$ cat config.mk
export PLATFORM = sky130hd
export DESIGN_NAME = fetch_unit
export DESIGN_NICKNAME = d
export VERILOG_FILES = /design/src/rtl/fetch_unit.sv
export SDC_FILE = /design/constraint.sdc
export NUM_CORES = 1
export LEC_CHECK = 0
export ABC_AREA = 1
export CORE_MARGIN = 4
export CORE_UTILIZATION = 25
export DETAILED_ROUTE_END_ITERATION = 8
export PLACE_DENSITY_LB_ADDON = 0.3
export SLEW_MARGIN = 20
export SYNTH_ARGS = -nofsm -noshare
export SYNTH_HDL_FRONTEND = slang
export SYNTH_SLANG_ARGS = --single-unit
$ cat constraint.sdc
create_clock -name clk -period 2.21 [get_ports clk]
set_input_delay 0.663 -clock clk [delete_from_list [all_inputs] [get_ports clk]]
set_output_delay 0.663 -clock clk [all_outputs]
set_load 0.02 [all_outputs]
$ cat src/rtl/fetch_unit.sv
// ---------------------------------------------------------------------------
// fetch_unit
//   Instruction fetch sequencer. Owns the program counter, addresses the
//   combinational instruction memory, and keeps fetched words in a 2-entry
//   prefetch queue that feeds decode.
//
//   Handshake: a word moves from fetch to decode on a rising edge where
//   instr_valid and instr_ready are both high and branch_valid is low. While
//   instr_valid is high and instr_ready is low, instr_out and instr_pc hold
//   steady. A branch_valid pulse flushes the queue and discards the current
//   head, even if instr_ready is high in that same cycle.
//
// Ports
//   clk            system clock, rising edge
//   reset          synchronous, active-high
//   mem_pointer    instruction memory address, {zeros, pc}
//   mem_data       combinational instruction memory read data
//   instr_out      instruction at the queue head
//   instr_pc       address of the instruction at the queue head
//   instr_valid    queue head holds a word
//   instr_ready    decode takes the head this cycle
//   branch_valid   redirect pulse from execute
//   branch_target  redirect address
//   halt           level; stops new fetches while high
//   fetch_pc       current pc, the next address to fetch
// ---------------------------------------------------------------------------
module fetch_unit #(
    parameter int WORD_SIZE = 16,
    parameter int ADDR_BITS = 8,
    parameter logic [ADDR_BITS-1:0] RESET_PC = '0
) (
    input  logic                 clk,
    input  logic                 reset,
    output logic [WORD_SIZE-1:0] mem_pointer,
    input  logic [WORD_SIZE-1:0] mem_data,
    output logic [WORD_SIZE-1:0] instr_out,
    output logic [ADDR_BITS-1:0] instr_pc,
    output logic                 instr_valid,
    input  logic                 instr_ready,
    input  logic                 branch_valid,
    input  logic [ADDR_BITS-1:0] branch_target,
    input  logic                 halt,
    output logic [ADDR_BITS-1:0] fetch_pc
);

    logic [ADDR_BITS-1:0] pc;
    logic [1:0]           count;
    logic [1:0]           count_nxt;
    logic [WORD_SIZE-1:0] tail_data;
    logic [ADDR_BITS-1:0] tail_pc;

    logic pop;
    logic push;
    logic load_head_new;   // head <= freshly fetched word
    logic load_head_tail;  // head <= second entry (queue shifts)
    logic load_tail_new;   // second entry <= freshly fetched word

    assign mem_pointer = {{(WORD_SIZE-ADDR_BITS){1'b0}}, pc};
    assign fetch_pc    = pc;

    always_comb begin
        pop            = instr_valid & instr_ready & ~branch_valid;
        // A full queue can still accept a word when the head leaves in the
        // same cycle, which is what sustains one instruction per cycle.
        push           = ~halt & ~branch_valid & ((count != 2'd2) | pop);
        count_nxt      = count;
        load_head_new  = 1'b0;
        load_head_tail = 1'b0;
        load_tail_new  = 1'b0;

        if (branch_valid) begin
            count_nxt = 2'd0;
        end else begin
            case (count)
                2'd0: begin
                    if (push) begin
                        load_head_new = 1'b1;
                        count_nxt     = 2'd1;
                    end
                end
                2'd1: begin
                    if (push && pop) begin
                        load_head_new = 1'b1;
                    end else if (push) begin
                        load_tail_new = 1'b1;
                        count_nxt     = 2'd2;
                    end else if (pop) begin
                        count_nxt = 2'd0;
                    end
                end
                2'd2: begin
                    // push implies pop here, so only the pop cases matter.
                    if (pop) begin
                        load_head_tail = 1'b1;
                        if (push) begin
                            load_tail_new = 1'b1;
                        end else begin
                            count_nxt = 2'd1;
                        end
                    end
                end
                default: count_nxt = 2'd0;
            endcase
        end
    end

    always_ff @(posedge clk) begin
        if (reset) begin
            pc          <= RESET_PC;
            count       <= 2'd0;
            instr_valid <= 1'b0;
            instr_out   <= '0;
            instr_pc    <= '0;
            tail_data   <= '0;
            tail_pc     <= '0;
        end else begin
            count       <= count_nxt;
            instr_valid <= (count_nxt != 2'd0);

            if (branch_valid) begin
                pc <= branch_target;
            end else if (push) begin
                pc <= pc + {{(ADDR_BITS-1){1'b0}}, 1'b1};
            end

            if (load_head_new) begin
                instr_out <= mem_data;
                instr_pc  <= pc;
            end else if (load_head_tail) begin
                instr_out <= tail_data;
                instr_pc  <= tail_pc;
            end

            if (load_tail_new) begin
                tail_data <= mem_data;
                tail_pc   <= pc;
            end
        end
    end

endmodule

Word-level counts from Yosys, hierarchy flattened
Cells that the tools add are included.
{ "word_totals": {"ff_bits": 59, "latchBits": 0, "mem_bits_rw": 0, "romBits": 0, "memories": 0} }
{ "classes": {"n_addsub": 1, "mul": 0, "div_mod_pow": 0, "magnitude_cmp": 0, "n_eq_ne": 3, "shifts": 0, "muxes": 25, "bitwise_logic": 7, "reduce_logical": 5} }
{ "ops": {"columns": ["operator", "count"], "rows": [
  ["16-bit two-way mux", 2],
  ["8-bit two-way mux", 4],
  ["2-bit two-way mux", 7],
  ["1-bit two-way mux", 9],
  ["8-bit by 1-bit adder with 8-bit output (second input constant)", 1],
  ["2-bit one-hot mux with 3 select lines", 1],
  ["2-bit nonzero test", 3],
  ["1-bit AND", 4],
  ["1-bit one-hot mux with 2 select lines", 2],
  ["2-bit by 1-bit == test with 1-bit output (second input constant)", 1],
  ["2-bit == test (second input constant)", 1],
  ["2-bit logical NOT", 1],
  ["2-bit != test (second input constant)", 1],
  ["1-bit NOT", 2],
  ["1-bit logical AND", 1],
  ["1-bit OR", 1]
]} }

Depth between registers and ports, before layout
{ "logic_depth": {"ltp_word": 9, "mapped_depth": 11, "mapped_depth_nobuf": 10} }

Least setup slack after synthesis
OpenSTA, ideal clock, no wires.
{ "synth_timing": {"path_kind": "input -> register", "start": "in branch_valid", "end": "reg tail_pc[2]", "t_arrival_ns": 1.582, "slack_ns": 0.514, "stages": 9, "path_cell_list": "buf_6 > nor2_4 > nand2_2 > o21ai_2 > nand3_2 > buf_6 > buf_2 > nor2_1 > nor2_1"} }
{ "synth_between": {"elab_chain_len": 8, "word_cells_on_any_way": 11, "classes_between": "5 x mux; 5 x bitwise; 1 x reduce/logical"} }
{ "synth_lines": {"columns": ["item", "line", "text"], "rows": [
  ["from (decl)", "40", "input logic branch_valid,"],
  ["1-bit NOT", "62, 65", null],
  ["1-bit AND", "62", "pop = instr_valid & instr_ready & ~branch_valid;"],
  ["1-bit OR", "65", "push = ~halt & ~branch_valid & ((count != 2'd2) | pop);"],
  ["1-bit AND", "65", null],
  ["1-bit two-way mux / 1-bit logical AND (equally long branches)", "84, 95, 82", null],
  ["1-bit two-way mux (on tied branches)", "93, 82", null],
  ["1-bit one-hot mux with 2 select lines", "74", "case (count)"],
  ["1-bit two-way mux (*)", "71", "if (branch_valid) begin"],
  ["to (signal assigned)", "136", "tail_pc <= pc;"],
  ["to (decl)", "50", "logic [ADDR_BITS-1:0] tail_pc;"]
]} }
Every way passes the cells marked *; elsewhere a longest branch is shown, timed or not.
A chain may end at the register's enable or synchronous reset.

Worst setup path after layout
{ "layout_timing": {"start": "reg pc[0], in the netlist fetch_pc[0]", "end": "out fetch_pc[0]"} }
{ "layout_rtl": {"columns": ["item", "line", "text"], "rows": [
  ["from (decl)", "46", "logic [ADDR_BITS-1:0] pc;"],
  ["from (signal assigned)", "121", "pc <= branch_target;"],
  ["from (signal assigned)", "123", "pc <= pc + {{(ADDR_BITS-1){1'b0}}, 1'b1};"],
  ["to (decl)", "43", "output logic [ADDR_BITS-1:0] fetch_pc"]
]} }
No word-level cell between the ends.

==> results.sh <==
export IMPL_yosysSeqAreaShare_pct=39.50
export IMPL_p_leak_nw=2.024
export IMPL_finalPower_mw=3.002
export IMPL_drcViolationCount=0
export IMPL_synthFlopType="dfxtp_1"
export IMPL_async_reset_ff_share_pct=0
export IMPL_fill_cells=1240
export IMPL_num_rows=39
export IMPL_yosys_register_bits=59
export IMPL_status="completed"
export IMPL_setup_viol=0
export IMPL_drtAntennaViolNets=0
export IMPL_final_hold_viol_count=0
export IMPL_cts_tree="yes"
export IMPL_reg2reg_depth=10
export IMPL_r2r_start="count[0]"
export IMPL_port_buffers=69
export IMPL_clock_path_buffers=2
export IMPL_die_h_um=117.4
export IMPL_clk_pin_slew_ns=0.06
export IMPL_grt_usage_pct=10.75
export IMPL_synth_top_area_share_pct=39.50
export IMPL_hold_path_end="tail_pc[0]"
export IMPL_wl_per_cell_um=10.82
export IMPL_layout_min_cycle_time_ns=2.134
export IMPL_grt_use_met1_pct=13.03
export IMPL_instances_no_fill=681
export IMPL_place_congestion=0.7775
export IMPL_dp_hpwl_mm=5.197
export IMPL_synth_most_common_cell="nand2_1"
export IMPL_diodes=0
export IMPL_grtUsageMet3_pct=3.224
export IMPL_start_util_pct=25.86
export IMPL_cp_end_kind="output port"
export IMPL_ir_drop_mv=0.3090
export IMPL_synth_cell_types=25
export IMPL_hold_class="flip-flop to flip-flop"
export IMPL_max_freq_mhz=468.7
export IMPL_syn_cell_area_um2=2990
export IMPL_yosysWarnings=0
export IMPL_synth_area_top_cells="dfxtp_1 (39%), nand2_1 (19%), nor2_1 (13%)"
export IMPL_r2r_slack_ns=0.61
export IMPL_cap_violations=0
export IMPL_place_ws_ns=0.005536
export IMPL_first_pass_iters=4
export IMPL_top_level_ports=78
export IMPL_clk_latency_ns=0.32
export IMPL_clockRootBuffer="clkbuf_16"
export IMPL_core_um2=11560
export IMPL_path_delay_family="buffers and inverters"
export IMPL_report_final_slew_viol_count=0
export IMPL_h_tree_depth=3
export IMPL_hp_start="tail_pc[0]"
export IMPL_grt_pass1_wl_mm=12.39
export IMPL_path_cells="clkdlybuf4s50_1"
export IMPL_dr_total_vias=2835
export IMPL_seq_area_um2=1185
export IMPL_synth_edf_count=0
export IMPL_grt_pass1_vias=2711
export IMPL_post_cts_buffers=0
export IMPL_wirelength_mm=7.367
export IMPL_worst_path_max_fanout=7
export IMPL_max_stage_delay_ns=0.67
export IMPL_worstSetupPathDepth=1
export IMPL_antenna_found_initial=0
export IMPL_postCtsHoldBufs=0
export IMPL_min_period_over_period_pct=96.54
export IMPL_r2r_end="tail_data[13]"
export IMPL_yosysTopAreaCell="dfxtp_1"
export IMPL_multi_input_area_um2=1425
export IMPL_area_growth_synth_to_final_pct=38.28
export IMPL_start_kind="flip-flop"
export IMPL_placed_cells=665
export IMPL_syn_area_per_cell_um2=6.403
export IMPL_nets=567
export IMPL_yosys_top_cells_count="nand2_1 (151), nor2_1 (106), dfxtp_1 (59), inv_1 (41), nand3_1 (35)"
export IMPL_tns_ns=0
export IMPL_die_width_um=117.4
export IMPL_finalClockSkew_ns=0.008935
export IMPL_cp_required_ns=1.55
export IMPL_crit_buf_inv=1
export IMPL_crit_slowest_cell="clkdlybuf4s50_1"
export IMPL_grt_max_degree=48
export IMPL_cts_buffers=9
export IMPL_synthCells=467
export IMPL_crit_arrival_ns=1.47
export IMPL_grt_overflow=0
export IMPL_grt_use_met2_pct=17.81
export IMPL_drtIter0Drc=88
export IMPL_die_area_um2=13780
export IMPL_clkSinkCount=59
export IMPL_holdPathStages=2
export IMPL_crit_type="flip-flop to output port"
export IMPL_via_per_inst=4.163
export IMPL_top_usage_layer="met2"
export IMPL_p_per_area_nw_per_um2=725.9
export IMPL_setup_ws_ns=0.07648
export IMPL_grt_setup_unrepaired="no"
export IMPL_holdWs_ns=0.4414
export IMPL_final_layout_size_suffix_gt1_share_pct=7.993
[layout make-up]
| class | instances | area share, % |
|---|---|---|
| multi-input cells | 333 | 34.46 |
| flip-flops and latches | 59 | 28.65 |
| repair buffers | 86 | 21.06 |
| clock buffers | 15 | 6.717 |
| well taps | 143 | 4.327 |
| inverters | 44 | 4.054 |
| clock inverters | 1 | 0.7262 |
[report_power, final]
| part | switching, mW | internal [mW] | total, mW |
|---|---|---|---|
| clock network | 0.460 | 0.965 | 1.43 |
| registers | 0.0362 | 1.11 | 1.15 |
| logic | 0.225 | 0.205 | 0.430 |
| total | 0.721 | 2.28 | 3.00 |
[layer usage]
metal | wire length, um | vias to the layer above
met2 | 3393 | 58
met5 | 0 | -
met1 | 3494 | 1247
met3 | 352 | 11
met4 | 126 | 0
li1 | - | 1519
[state kept, by name, summed over array words and instances (netlist names)]
signal,cells
tail_pc,8
instr_pc,8
count,2
tail_data,16
instr_valid,1
instr_out,16
fetch_pc,8
[timing repair]
item | CTS | global route
endpoints found under the setup margin | 1 | 4
gates resized for setup | 1 | 3
cloned | 0 | 0
[tightest hold or removal path, delay by kind of cell, from the launching register on]
kind            cells  cell delay, ns
flops               1            0.30
buf+inv             1            0.05
compound gates      1            0.05
[logic make-up after synthesis]
| group | after synthesis | synth area share [%] |
|---|---|---|
| AOI/OAI and AO/OA | 17 | 3.389 |
| xor gates and xnor gates | 3 | 0.8788 |
| adders and majority gates | 5 | 2.092 |
| buffers and inverters | 82 | 13.97 |
| DFF | 59 | 39.50 |
| other | 1 | 0.1254 |
| and+or+nand+nor | 300 | 40.04 |
[per-stage QoR]
| step | cell area, um2 | utilization, % |
|---|---|---|
| 2_1_floorplan | 3017 | - |
| 3_3_place_gp | 3821 | 33.04 |
| 3_5_place_dp | 3821 | 33.04 |
| 4_1_cts | 4130 | 35.71 |
| 5_1_grt | 4135 | 35.76 |
| 6_report | 4135 | 35.76 |
[cells in the final DEF (no fill, tap or decap)]
master | synthesis | layout
nand2_1 | 151 | 151
inv_2 | 2 | 2
xor2_1 | 3 | 3
buf_4 | 21 | 13
dlymetal6s2s_1 | 0 | 1
ha_1 | 5 | 5
dfxtp_2 | 0 | 3
clkbuf_1 | 9 | 3
nand4_1 | 2 | 2
o21ai_2 | 2 | 1
a22oi_1 | 1 | 1
o221ai_1 | 1 | 1
dfxtp_1 | 59 | 56
o21ai_0 | 5 | 5
nor3_1 | 1 | 1
conb_1 | 1 | 8
clkdlybuf4s50_1 | 0 | 68
nand3_2 | 1 | 1
nor2_4 | 1 | 1
o21ai_4 | 0 | 1
clkbuf_16 | 0 | 9
nand3_1 | 35 | 35
buf_12 | 0 | 4
nand2_2 | 3 | 3
inv_4 | 1 | 1
o211ai_1 | 1 | 1
nor2_1 | 106 | 106
clkbuf_8 | 0 | 3
bufinv_16 | 0 | 1
inv_1 | 41 | 41
a21oi_1 | 7 | 7
[worst max path at each step]
stage / from / end / slack, ns
2_1_floorplan: branch_valid / tail_pc[2] / 0.51
3_3_place_gp: branch_valid / instr_out[2] / 0.02
3_5_place_dp: branch_valid / tail_data[0] / 0.006
4_1_cts: fetch_pc[3] / mem_pointer[3] / 0.005
5_1_grt: fetch_pc[0] / mem_pointer[0] / 0.01
6_report: fetch_pc[0] / fetch_pc[0] / 0.08
(Power assumes the default switching activity.)
